==> config.mk <==
export PLATFORM = sky130hd
export DESIGN_NAME = lsu_initiator
export DESIGN_NICKNAME = d
export VERILOG_FILES = /design/src/rtl/lsu_initiator.sv
export SDC_FILE = /design/constraint.sdc
export NUM_CORES = 1
export LEC_CHECK = 0
export BUFFER_PORTS_ARGS = -buffer_cell sky130_fd_sc_hd__buf_2
export CELL_PAD_IN_SITES_DETAIL_PLACEMENT = 0
export CELL_PAD_IN_SITES_GLOBAL_PLACEMENT = 1
export CORE_MARGIN = 2
export CORE_UTILIZATION = 38
export DETAILED_ROUTE_END_ITERATION = 8
export PLACE_DENSITY = 0.92
export RECOVER_POWER = 100
export SLEW_MARGIN = 30
export SYNTH_ARGS = -nofsm -noshare
export SYNTH_HDL_FRONTEND = slang
export SYNTH_SLANG_ARGS = --single-unit
==> constraint.sdc <==
create_clock -name clk -period 3.5 [get_ports clk]
set_clock_uncertainty 0.15 [all_clocks]
set_input_delay 0.525 -clock clk [delete_from_list [all_inputs] [get_ports clk]]
set_output_delay 0.525 -clock clk [all_outputs]
set_load 0.05 [all_outputs]
==> src/rtl/lsu_initiator.sv <==
// lsu_initiator: load/store initiator between the pipeline MEM stage and the data memory.
// Latency: accept at edge T, mem_req from T+1, response the cycle after mem_ack (faults respond at T+1).
// Backpressure: req_ready is high only in IDLE; responses cannot be stalled and pulse for one cycle.
//
// Ports:
//   clk, reset             rising-edge clock, synchronous active-low reset
//   req_valid/req_ready    pipeline request handshake
//   req_we, req_type       store flag, access type (word/half/byte/halfu/byteu/left/right)
//   req_addr               byte address
//   req_wdata, req_rt_old  store data and current rt (merge source for lwl/lwr)
//   resp_valid/rdata/exc   one-cycle response with load result and exception code
//   mem_*                  word-addressed memory request, held until mem_ack or timeout
module lsu_initiator #(
  parameter int unsigned TIMEOUT = 255,
  parameter logic [31:0] ADDR_HI = 32'h0000_2FFF
) (
  input  logic        clk,
  input  logic        reset,
  input  logic        req_valid,
  output logic        req_ready,
  input  logic        req_we,
  input  logic [2:0]  req_type,
  input  logic [31:0] req_addr,
  input  logic [31:0] req_wdata,
  input  logic [31:0] req_rt_old,
  output logic        resp_valid,
  output logic [31:0] resp_rdata,
  output logic [1:0]  resp_exc,
  output logic        mem_req,
  output logic        mem_we,
  output logic [31:0] mem_addr,
  output logic [3:0]  mem_be,
  output logic [31:0] mem_wdata,
  input  logic        mem_ack,
  input  logic [31:0] mem_rdata
);

  typedef enum logic [1:0] {
    S_IDLE  = 2'd0,
    S_ISSUE = 2'd1,
    S_RESP  = 2'd2
  } state_t;

  localparam logic [2:0] T_WORD  = 3'd0;
  localparam logic [2:0] T_HALF  = 3'd1;
  localparam logic [2:0] T_BYTE  = 3'd2;
  localparam logic [2:0] T_HALFU = 3'd3;
  localparam logic [2:0] T_BYTEU = 3'd4;
  localparam logic [2:0] T_LEFT  = 3'd5;
  localparam logic [2:0] T_RIGHT = 3'd6;

  localparam logic [1:0] EXC_NONE    = 2'd0;
  localparam logic [1:0] EXC_LOAD    = 2'd1;
  localparam logic [1:0] EXC_STORE   = 2'd2;
  localparam logic [1:0] EXC_TIMEOUT = 2'd3;

  localparam logic [16:0] TIMEOUT_LIM = TIMEOUT[16:0];

  state_t      state;
  logic [2:0]  typ_q;
  logic [1:0]  k_q;
  logic [31:0] rt_old_q;
  logic [15:0] tmo_cnt;
  logic [16:0] tmo_next;

  logic [1:0]  acc_k;
  logic [3:0]  acc_be;
  logic [31:0] acc_wdata;
  logic        acc_misalign;
  logic        acc_fault;

  logic [31:0] rd_shr;
  logic [15:0] rd_half;
  logic [31:0] ld_data;

  // Gated by reset so the block never advertises readiness while held in reset.
  assign req_ready = (state == S_IDLE) && reset;

  assign tmo_next = {1'b0, tmo_cnt} + 17'd1;

  // Request decode: lane enables, lane-shifted store data and alignment check.
  always_comb begin
    acc_k        = req_addr[1:0];
    acc_be       = 4'b1111;
    acc_wdata    = req_wdata;
    acc_misalign = 1'b0;
    case (req_type)
      T_HALF, T_HALFU: begin
        acc_be       = 4'b0011 << {req_addr[1], 1'b0};
        acc_wdata    = {req_wdata[15:0], req_wdata[15:0]};
        acc_misalign = req_addr[0];
      end
      T_BYTE, T_BYTEU: begin
        acc_be    = 4'b0001 << acc_k;
        acc_wdata = {4{req_wdata[7:0]}};
      end
      T_LEFT: begin
        // ~k == 3-k for a 2-bit offset: lanes k..0 carry the top bytes of rt.
        acc_be    = 4'b1111 >> (~acc_k);
        acc_wdata = req_wdata >> {~acc_k, 3'b000};
      end
      T_RIGHT: begin
        acc_be    = 4'b1111 << acc_k;
        acc_wdata = req_wdata << {acc_k, 3'b000};
      end
      default: begin
        // word and the reserved encoding
        acc_be       = 4'b1111;
        acc_wdata    = req_wdata;
        acc_misalign = |acc_k;
      end
    endcase
    acc_fault = acc_misalign || (req_addr > ADDR_HI);
  end

  // Load extraction from the acknowledged word, using the registered access.
  always_comb begin
    rd_shr  = mem_rdata >> {k_q, 3'b000};
    rd_half = k_q[1] ? mem_rdata[31:16] : mem_rdata[15:0];
    ld_data = mem_rdata;
    case (typ_q)
      T_HALF:  ld_data = {{16{rd_half[15]}}, rd_half};
      T_HALFU: ld_data = {16'h0000, rd_half};
      T_BYTE:  ld_data = {{24{rd_shr[7]}}, rd_shr[7:0]};
      T_BYTEU: ld_data = {24'h000000, rd_shr[7:0]};
      T_LEFT: begin
        // Memory bytes land in the top of rt; the low 8*(3-k) bits keep rt_old.
        ld_data = (mem_rdata << {~k_q, 3'b000})
                | (rt_old_q & ~(32'hFFFF_FFFF << {~k_q, 3'b000}));
      end
      T_RIGHT: begin
        // Memory bytes land in the bottom of rt; the top 8*k bits keep rt_old.
        ld_data = rd_shr | (rt_old_q & ~(32'hFFFF_FFFF >> {k_q, 3'b000}));
      end
      default: ld_data = mem_rdata;
    endcase
  end

  always_ff @(posedge clk) begin
    if (!reset) begin
      state      <= S_IDLE;
      typ_q      <= T_WORD;
      k_q        <= 2'd0;
      rt_old_q   <= 32'd0;
      tmo_cnt    <= 16'd0;
      resp_valid <= 1'b0;
      resp_rdata <= 32'd0;
      resp_exc   <= EXC_NONE;
      mem_req    <= 1'b0;
      mem_we     <= 1'b0;
      mem_addr   <= 32'd0;
      mem_be     <= 4'd0;
      mem_wdata  <= 32'd0;
    end else begin
      case (state)
        S_IDLE: begin
          resp_valid <= 1'b0;
          if (req_valid) begin
            typ_q    <= req_type;
            k_q      <= acc_k;
            rt_old_q <= req_rt_old;
            tmo_cnt  <= 16'd0;
            if (acc_fault) begin
              // Faults answer straight away; the memory side is left untouched.
              resp_valid <= 1'b1;
              resp_rdata <= 32'd0;
              resp_exc   <= req_we ? EXC_STORE : EXC_LOAD;
              state      <= S_RESP;
            end else begin
              mem_req   <= 1'b1;
              mem_we    <= req_we;
              mem_addr  <= {req_addr[31:2], 2'b00};
              mem_be    <= acc_be;
              mem_wdata <= acc_wdata;
              state     <= S_ISSUE;
            end
          end
        end

        S_ISSUE: begin
          // An ack in the cycle the counter expires still completes normally.
          if (mem_ack) begin
            mem_req    <= 1'b0;
            resp_valid <= 1'b1;
            resp_rdata <= mem_we ? 32'd0 : ld_data;
            resp_exc   <= EXC_NONE;
            state      <= S_RESP;
          end else if (tmo_next == TIMEOUT_LIM) begin
            mem_req    <= 1'b0;
            resp_valid <= 1'b1;
            resp_rdata <= 32'd0;
            resp_exc   <= EXC_TIMEOUT;
            state      <= S_RESP;
          end else begin
            tmo_cnt <= tmo_next[15:0];
          end
        end

        S_RESP: begin
          resp_valid <= 1'b0;
          state      <= S_IDLE;
        end

        default: begin
          resp_valid <= 1'b0;
          mem_req    <= 1'b0;
          state      <= S_IDLE;
        end
      endcase
    end
  end

endmodule
==> results.cfg, run 1 <==
[status]
outcome = finished, violations left
violations = max-capacitance violations, max-slew violations

[finish]
final_nets = 1441
fin_cells = 1602
fill_cells = 2320
multiInputGateArea_um2 = 5191
regArea_um2 = 3166
areaGrowthSynthToFinish_pct = 21.04
drive_gt1_share_pct = 17.63

[synthesis]
synth_top_family_by_area = compound AO/OA/AOI/OAI gates
synthArstFlopShare_pct = 0
syn_area_um2 = 8801
synth.most_common_cell = nand2_1
synthAdderAreaFrac_pct = 0.2843
synth.distinct_cells = 65
synth_seq_cells = 158
synth_common_cells = nand2_1 (182), dfxtp_1 (158), a21oi_1 (95)
synth_edf_count = 0
yosys.area_share.simple_pct = 19.39
synthMuxAreaShare_pct = 11.87
syn_area_per_cell_um2 = 7.922
syn_inst = 1111
synthXorXnorAreaFrac_pct = 0.2985
synth-main-ff-cell = dfxtp_1
yosys-top-cells-area = dfxtp_1 (36%), mux2i_1 (8.4%), nand2_1 (7.8%)
yosys_warnings = 0
seq_area_frac_synth_pct = 35.94
yosysTopAreaCell = dfxtp_1
yosysTopAreaCellShare_pct = 35.94
synth_compound_area_share_pct = 27.18

[power]
p_clk_share_pct = 43.4
irDropWorstVdd_v = 0.0002326
seqPwrFrac_pct = 41.8
leakagePower_nw = 3.997
internal_power_w = 0.003052
comb_power_share_pct = 14.8
p_sw_share_pct = 31.30
powerDensity_nw_per_um2 = 417.0
p_sw_w = 0.001390

[global_route]
grt_max_degree = 56
track_usage_pct = 24.68
grt_pass1_vias = 8601
grt_pass1_wl_mm = 47.39
grt-ovfl-total = 0
antenna_found_initial = 2

[clocking]
clk_latency_ps = 430
clk_pin_slew_ps = 80
hold_buffers = 0
clk_path_buf_depth = 2
cts_setup_buffers = 0
cts_tree = built
cts_root_buf = clkbuf_16
cts_buffers = 17
cts.sinks = 158
htreeDepth = 4
ctsResizeCount = 0

[worst_hold_path]
min_path_type = input port to register

[drt]
drtPass1Iterations = 7
drt-total-wl_mm = 31.15
num_vias = 9432
viasPerCell = 5.888
drc = 0
ant_nets = 0
drt_iter0_drc = 948
post_drt_wl_per_cell_um = 19.45

[timing]
hold_viol_final = 0
slew_headroom_pct = -15.79
finalSetupTns_ps = 0
fin_crit_sh_pct = 89.35
finalSetupViolations = 0
rsz0062_at_grt = no
fmax_mhz = 319.8
worstMarginPinSlew_ps = 1737
period_minus_slack_ps = 3127
slew_viol_final = 41

[placement]
hpwl_mm = 22.34
routabilityCongestion = 0.9570
dp_cells = 1569
port_buffers = 239

[die]
pin_count = 242
num_rows = 55
fp.dieW_um = 156.2
fp.dieH_um = 156.2
start_util_pct = 38.75
die-area_um2 = 24390
coreArea_um2 = 22710

[worst_setup_path]
critPathKind = register to register
crit_required_ps = 3680
cp.arrival_ps = 3310
crit_path_start_kind = register
cp_max_fo = 32
crit_path_end_kind = register

[flow_run]
maxCapViolations = 1
-- kinds of logic (layout without fill, tap and decap cells) --
kind of cell             count (synthesis)  after routing
multiplexers                           100            100
AO/OA/AOI/OAI                          360            360
flip-flops                             158            158
XOR/XNOR                                 3              3
buffers and inverters                  109            313
adder cells (fa/ha/maj)                  2              2
AND/OR/NAND/NOR                        378            378
other                                    1              3
-- sequential cells by signal, indices dropped and copies added, names as in the netlist --
signal / count
resp_valid: 1
mem_we: 1
tmo_cnt: 16
mem_wdata: 32
state: 2
typ_q: 3
resp_rdata: 32
mem_req: 1
k_q: 2
mem_addr: 30
rt_old_q: 32
resp_exc: 2
mem_be: 4
-- through the flow --
stage	power (W)	cell area (um2)	setup WS, ps	hold slack (ps)	utilization, %
final	0.004443	10650	372.8	178.4	46.91
after global routing	0.004607	10650	139.8	171.7	46.90
after CTS	0.004463	10830	472.9	158.5	47.67
after detailed placement	0.002543	10200	485.9	286.6	44.93
after global placement	0.002537	10200	515.0	284.3	44.92
after floorplan	0.002292	8805	794.1	282.9	-
-- power groups by stage --
| stage | sequential [W] | combinational, W | clock (W) |
|---|---|---|---|
| CTS | 0.00186 | 0.000647 | 0.00196 |
| global placement | 0.00190 | 0.000640 | 0 |
| global route | 0.00186 | 0.000707 | 0.00204 |
| finish | 0.00186 | 0.000657 | 0.00193 |
| floorplan | 0.00189 | 0.000405 | 0 |
| detailed placement | 0.00190 | 0.000644 | 0 |
-- layout make-up --
| class | instances | share of cell area (%) |
|---|---|---|
| Antenna cell | 1 | 0.02349 |
| Clock buffer | 17 | 3.993 |
| Clock inverter | 15 | 1.844 |
| Inverter | 14 | 0.5051 |
| Multi-Input combinational cell | 845 | 48.73 |
| Sequential cell | 158 | 29.72 |
| Tap cell | 285 | 3.347 |
| Timing Repair Buffer | 267 | 11.84 |
-- routing by layer --
layer | global-route usage [%] | vias up | wire, um
met3 | 6.528 | 82 | 3471
met1 | 32.46 | 4309 | 12970
met5 | 0 | - | 16
met2 | 38.05 | 561 | 13530
li1 | - | 4478 | -
met4 | 10.92 | 2 | 1161
-- final timing paths --
| kind | from | end | slack, ps | depth (start not counted) |
|---|---|---|---|---|
| max reg2reg | tmo_cnt[0] | resp_rdata[7] | 370 | 9 |
| min reg2reg | resp_valid | resp_valid | 300 | 2 |
| max | tmo_cnt[0] | resp_rdata[7] | 370 | 9 |
| min | req_rt_old[1] | rt_old_q[1] | 180 | 3 |
-- placed cells by master, fill, tap and decap left out, drive strengths merged, types with 13 or more instances in the layout --
| master | synthesis | routed |
|---|---|---|
| nor3 | 22 | 22 |
| o21ai | 95 | 95 |
| mux2 | 25 | 25 |
| dfxtp | 158 | 158 |
| inv | 14 | 21 |
| o22ai | 13 | 13 |
| nand2 | 182 | 182 |
| a22oi | 17 | 17 |
| nand3 | 17 | 17 |
| nor2 | 82 | 82 |
| mux2i | 74 | 74 |
| a221oi | 17 | 17 |
| a311oi | 19 | 19 |
| buf | 24 | 158 |
| o2bb2ai | 32 | 32 |
| and3 | 23 | 23 |
| clkbuf | 71 | 126 |
| a222oi | 18 | 18 |
| a21oi | 95 | 95 |
-- worst max-delay path, stage by stage, from the launching register on --
cell and delay, ps:
dfxtp_1 570, ha_1 360, a21boi_0 310, a31oi_1 140, o32a_1 400, nor4_4 270, buf_4 190, a311oi_1 110
buf_4 270, a22o_1 270
(Power assumes the default switching activity.)
==> inputs of run 2 (changes only) <==
Settings changed: ABC_AREA set to 1, CORE_MARGIN 2 to 3, CORE_UTILIZATION 38 to 37, GPL_ROUTABILITY_DRIVEN set to 0, PLACE_DENSITY 0.92 to 0.93.
==> run 2 against run 1 <==
  * The run now ends clean
  * Clock power about the same
  * Core utilization down 2.0 points
  * Synthesized cell count is 47% higher
  * Area after synthesis is 14% higher
  * Critical path depth down 5
  * Cell count is 35% higher
  * Global-route usage shrank 0.98 points
  * Worst setup slack gained 75 ps
  * First-iteration DRC count rose by 40%
  * Wire length is 14% higher
  * Flip-flop and latch count did not move
==> results.cfg, run 2 <==
[synthesis]
synth-main-ff-cell = dfxtp_1
seq_area_frac_synth_pct = 31.56
synth.distinct_cells = 44
synth.most_common_cell = nand2_1
synth_common_cells = nand2_1 (352), nor2_1 (265), o21ai_0 (219)
yosysTopAreaCell = dfxtp_1
yosys.area_share.simple_pct = 33.92
synthArstFlopShare_pct = 0
synthXorXnorAreaFrac_pct = 0.08738
syn_inst = 1632
syn_area_per_cell_um2 = 6.142
yosysTopAreaCellShare_pct = 31.56
yosys-top-cells-area = dfxtp_1 (32%), nand2_1 (13%), o21ai_0 (11%)
synth_top_family_by_area = simple AND/OR/NAND/NOR gates
synth_edf_count = 0
syn_area_um2 = 10020
synthAdderAreaFrac_pct = 0.2497
synth_seq_cells = 158
synth_compound_area_share_pct = 22.39
yosys_warnings = 0
synthMuxAreaShare_pct = 0.09986

[drt]
drc = 0
viasPerCell = 5.335
met2_length_mm = 16.37
drtPass1Iterations = 5
ant_nets = 0
wl_met1_mm = 14.86
drt-total-wl_mm = 35.62
post_drt_wl_per_cell_um = 16.42
top_layer = met5
drt_iter0_drc = 1327
wl_met3_mm = 3.234
num_vias = 11572

[worst_setup_path]
path_cells = clkbuf_2 -> inv_1 -> nor2_1 -> buf_2
rr_startpoint = tmo_cnt[1]
crit_required_ps = 2820
critPathKind = input port to output pin
critical_path.max_stage_delay_ps = 790
cp.arrival_ps = 2380
crit_path_end_kind = output pin
crit_slowest_cell = clkbuf_2
reg2reg_to = resp_rdata[23]
crit_family = buffers and inverters
crit_path_start_kind = input port
reg2reg_depth = 16
worst-path-stages = 4
rrSetupSlack_ps = 710
cp_num_buf_inv = 3
cp_max_fo = 54

[clocking]
htreeDepth = 4
cts_root_buf = clkbuf_16
ctsResizeCount = 0
hold_buffers = 0
cts_buffers = 17
cts.sinks = 158
cts_setup_buffers = 0
clk_pin_slew_ps = 70
cts_tree = built
clk_path_buf_depth = 2
clk_latency_ps = 440

[finish]
fin_util_pct = 44.87
drive_gt1_share_pct = 13.09
mostFrequentLayoutCell = nand2_1
areaGrowthSynthToFinish_pct = 17.96
top_regs = mem_wdata: 32 flops, resp_rdata: 32 flops, rt_old_q: 32 flops
final_nets = 1959
most-common-layout-cells = nand2_1 (353), nor2_1 (266), o21ai_0 (219), inv_1 (159), dfxtp_1 (158)
diodes = 0

[worst_hold_path]
hold_depth = 3
hp-start = req_rt_old[20]
min_path_type = input port to register
hold_path_end = rt_old_q[20]

[die]
fp.dieH_um = 170.6
coreArea_um2 = 26350
pin_count = 242
fp.dieW_um = 170.6
die-area_um2 = 29100
num_rows = 59
start_util_pct = 38.03

[timing]
hold_viol_final = 0
slew_viol_final = 0
slew_headroom_pct = 27.36
finalSetupViolations = 0
period_minus_slack_ps = 3052
fin_crit_sh_pct = 87.20
finalSetupTns_ps = 0
fmax_mhz = 327.7
worstMarginPinSlew_ps = 1090
rsz0062_at_grt = no

[flow_run]
maxCapViolations = 0

[placement]
hpwl_mm = 25.58
port_buffers = 239

[power]
leakagePower_nw = 5.403
power_w = 0.004836
powerDensity_nw_per_um2 = 409.0
irDropWorstVdd_v = 0.0002160

[global_route]
antenna_found_initial = 1
grt_max_degree = 66
grt_pass1_vias = 10482
grt-ovfl-total = 0
grt_pass1_wl_mm = 55.65
track_usage_pct = 23.71

[status]
outcome = completed
-- run 2: cell types whose count changed after synthesis, moves of 73 or more --
cell     before  now
mux2i_1      74    1
nand2_1     182  352
nor2_1       82  265
o21ai_0      93  219
nand3_1      17   92
inv_1        12  158
-- run 2: how the worst max path moves through the flow --
stage	startpoint	to	slack [ps]
2_1_floorplan	req_addr[16]	mem_wdata[0]	1400
3_3_place_gp	req_addr[0]	mem_addr[4]	790
3_5_place_dp	req_addr[0]	mem_addr[4]	690
4_1_cts	tmo_cnt[1]	tmo_cnt[1]	820
5_1_grt	reset	req_ready	270
6_report	reset	req_ready	450
-- run 2: power breakdown --
part / total (W) / internal, W / leakage, nW / switching [W]
Sequential: 0.00193 / 0.00187 / 1.29 / 0.0000573
Combinational: 0.000962 / 0.000287 / 3.81 / 0.000675
Clock: 0.00195 / 0.000976 / 0.299 / 0.000972
Total: 0.00484 / 0.00313 / 5.40 / 0.00170
-- run 2: per-stage QoR --
step                      hold slack [ps]  setup slack, ps  instances  area, um2
after floorplan                     291.0             1395       1633      10030
after global placement              283.0            785.3       2137      11390
after detailed placement            284.4            693.4       2137      11390
after CTS                           143.0            822.5       2169      12010
after global routing                145.0            271.8       2169      11820
final                               153.8            448.1       2169      11820
-- run 2: logic make-up (layout without fill, tap and decap cells) --
group                      after synthesis  in the layout
other                                    1              2
DFF                                    158            158
buffers and inverters                  269            470
and+or+nand+nor                        792            792
adders and majority gates                2              2
xor gates and xnor gates                 1              1
AOI/OAI and AO/OA                      408            408
muxes                                    1              1
-- run 2: per-layer routing --
layer / global-route usage (%) / vias up
met2: 39.05 / 624
met1: 30.99 / 5136
met3: 4.390 / 83
met4: 8.748 / 2
met5: 0 / -
li1: - / 5727
-- run 2: cell type report --
cell class                 instances  area, um2
timing repair buffer             272       1344
clock inverter                    15      193.9
inverter                         166      625.6
clock buffer                      17      425.4
fill                            2825      14530
tap                              335      419.2
multi-input combinational       1206       5653
sequential                       158       3163
-- run 2: worst min-delay path, delay by kind of cell --
kind	cells	cell delay, ps
buffers and inverters	1	70
and+or+nand+nor	2	110
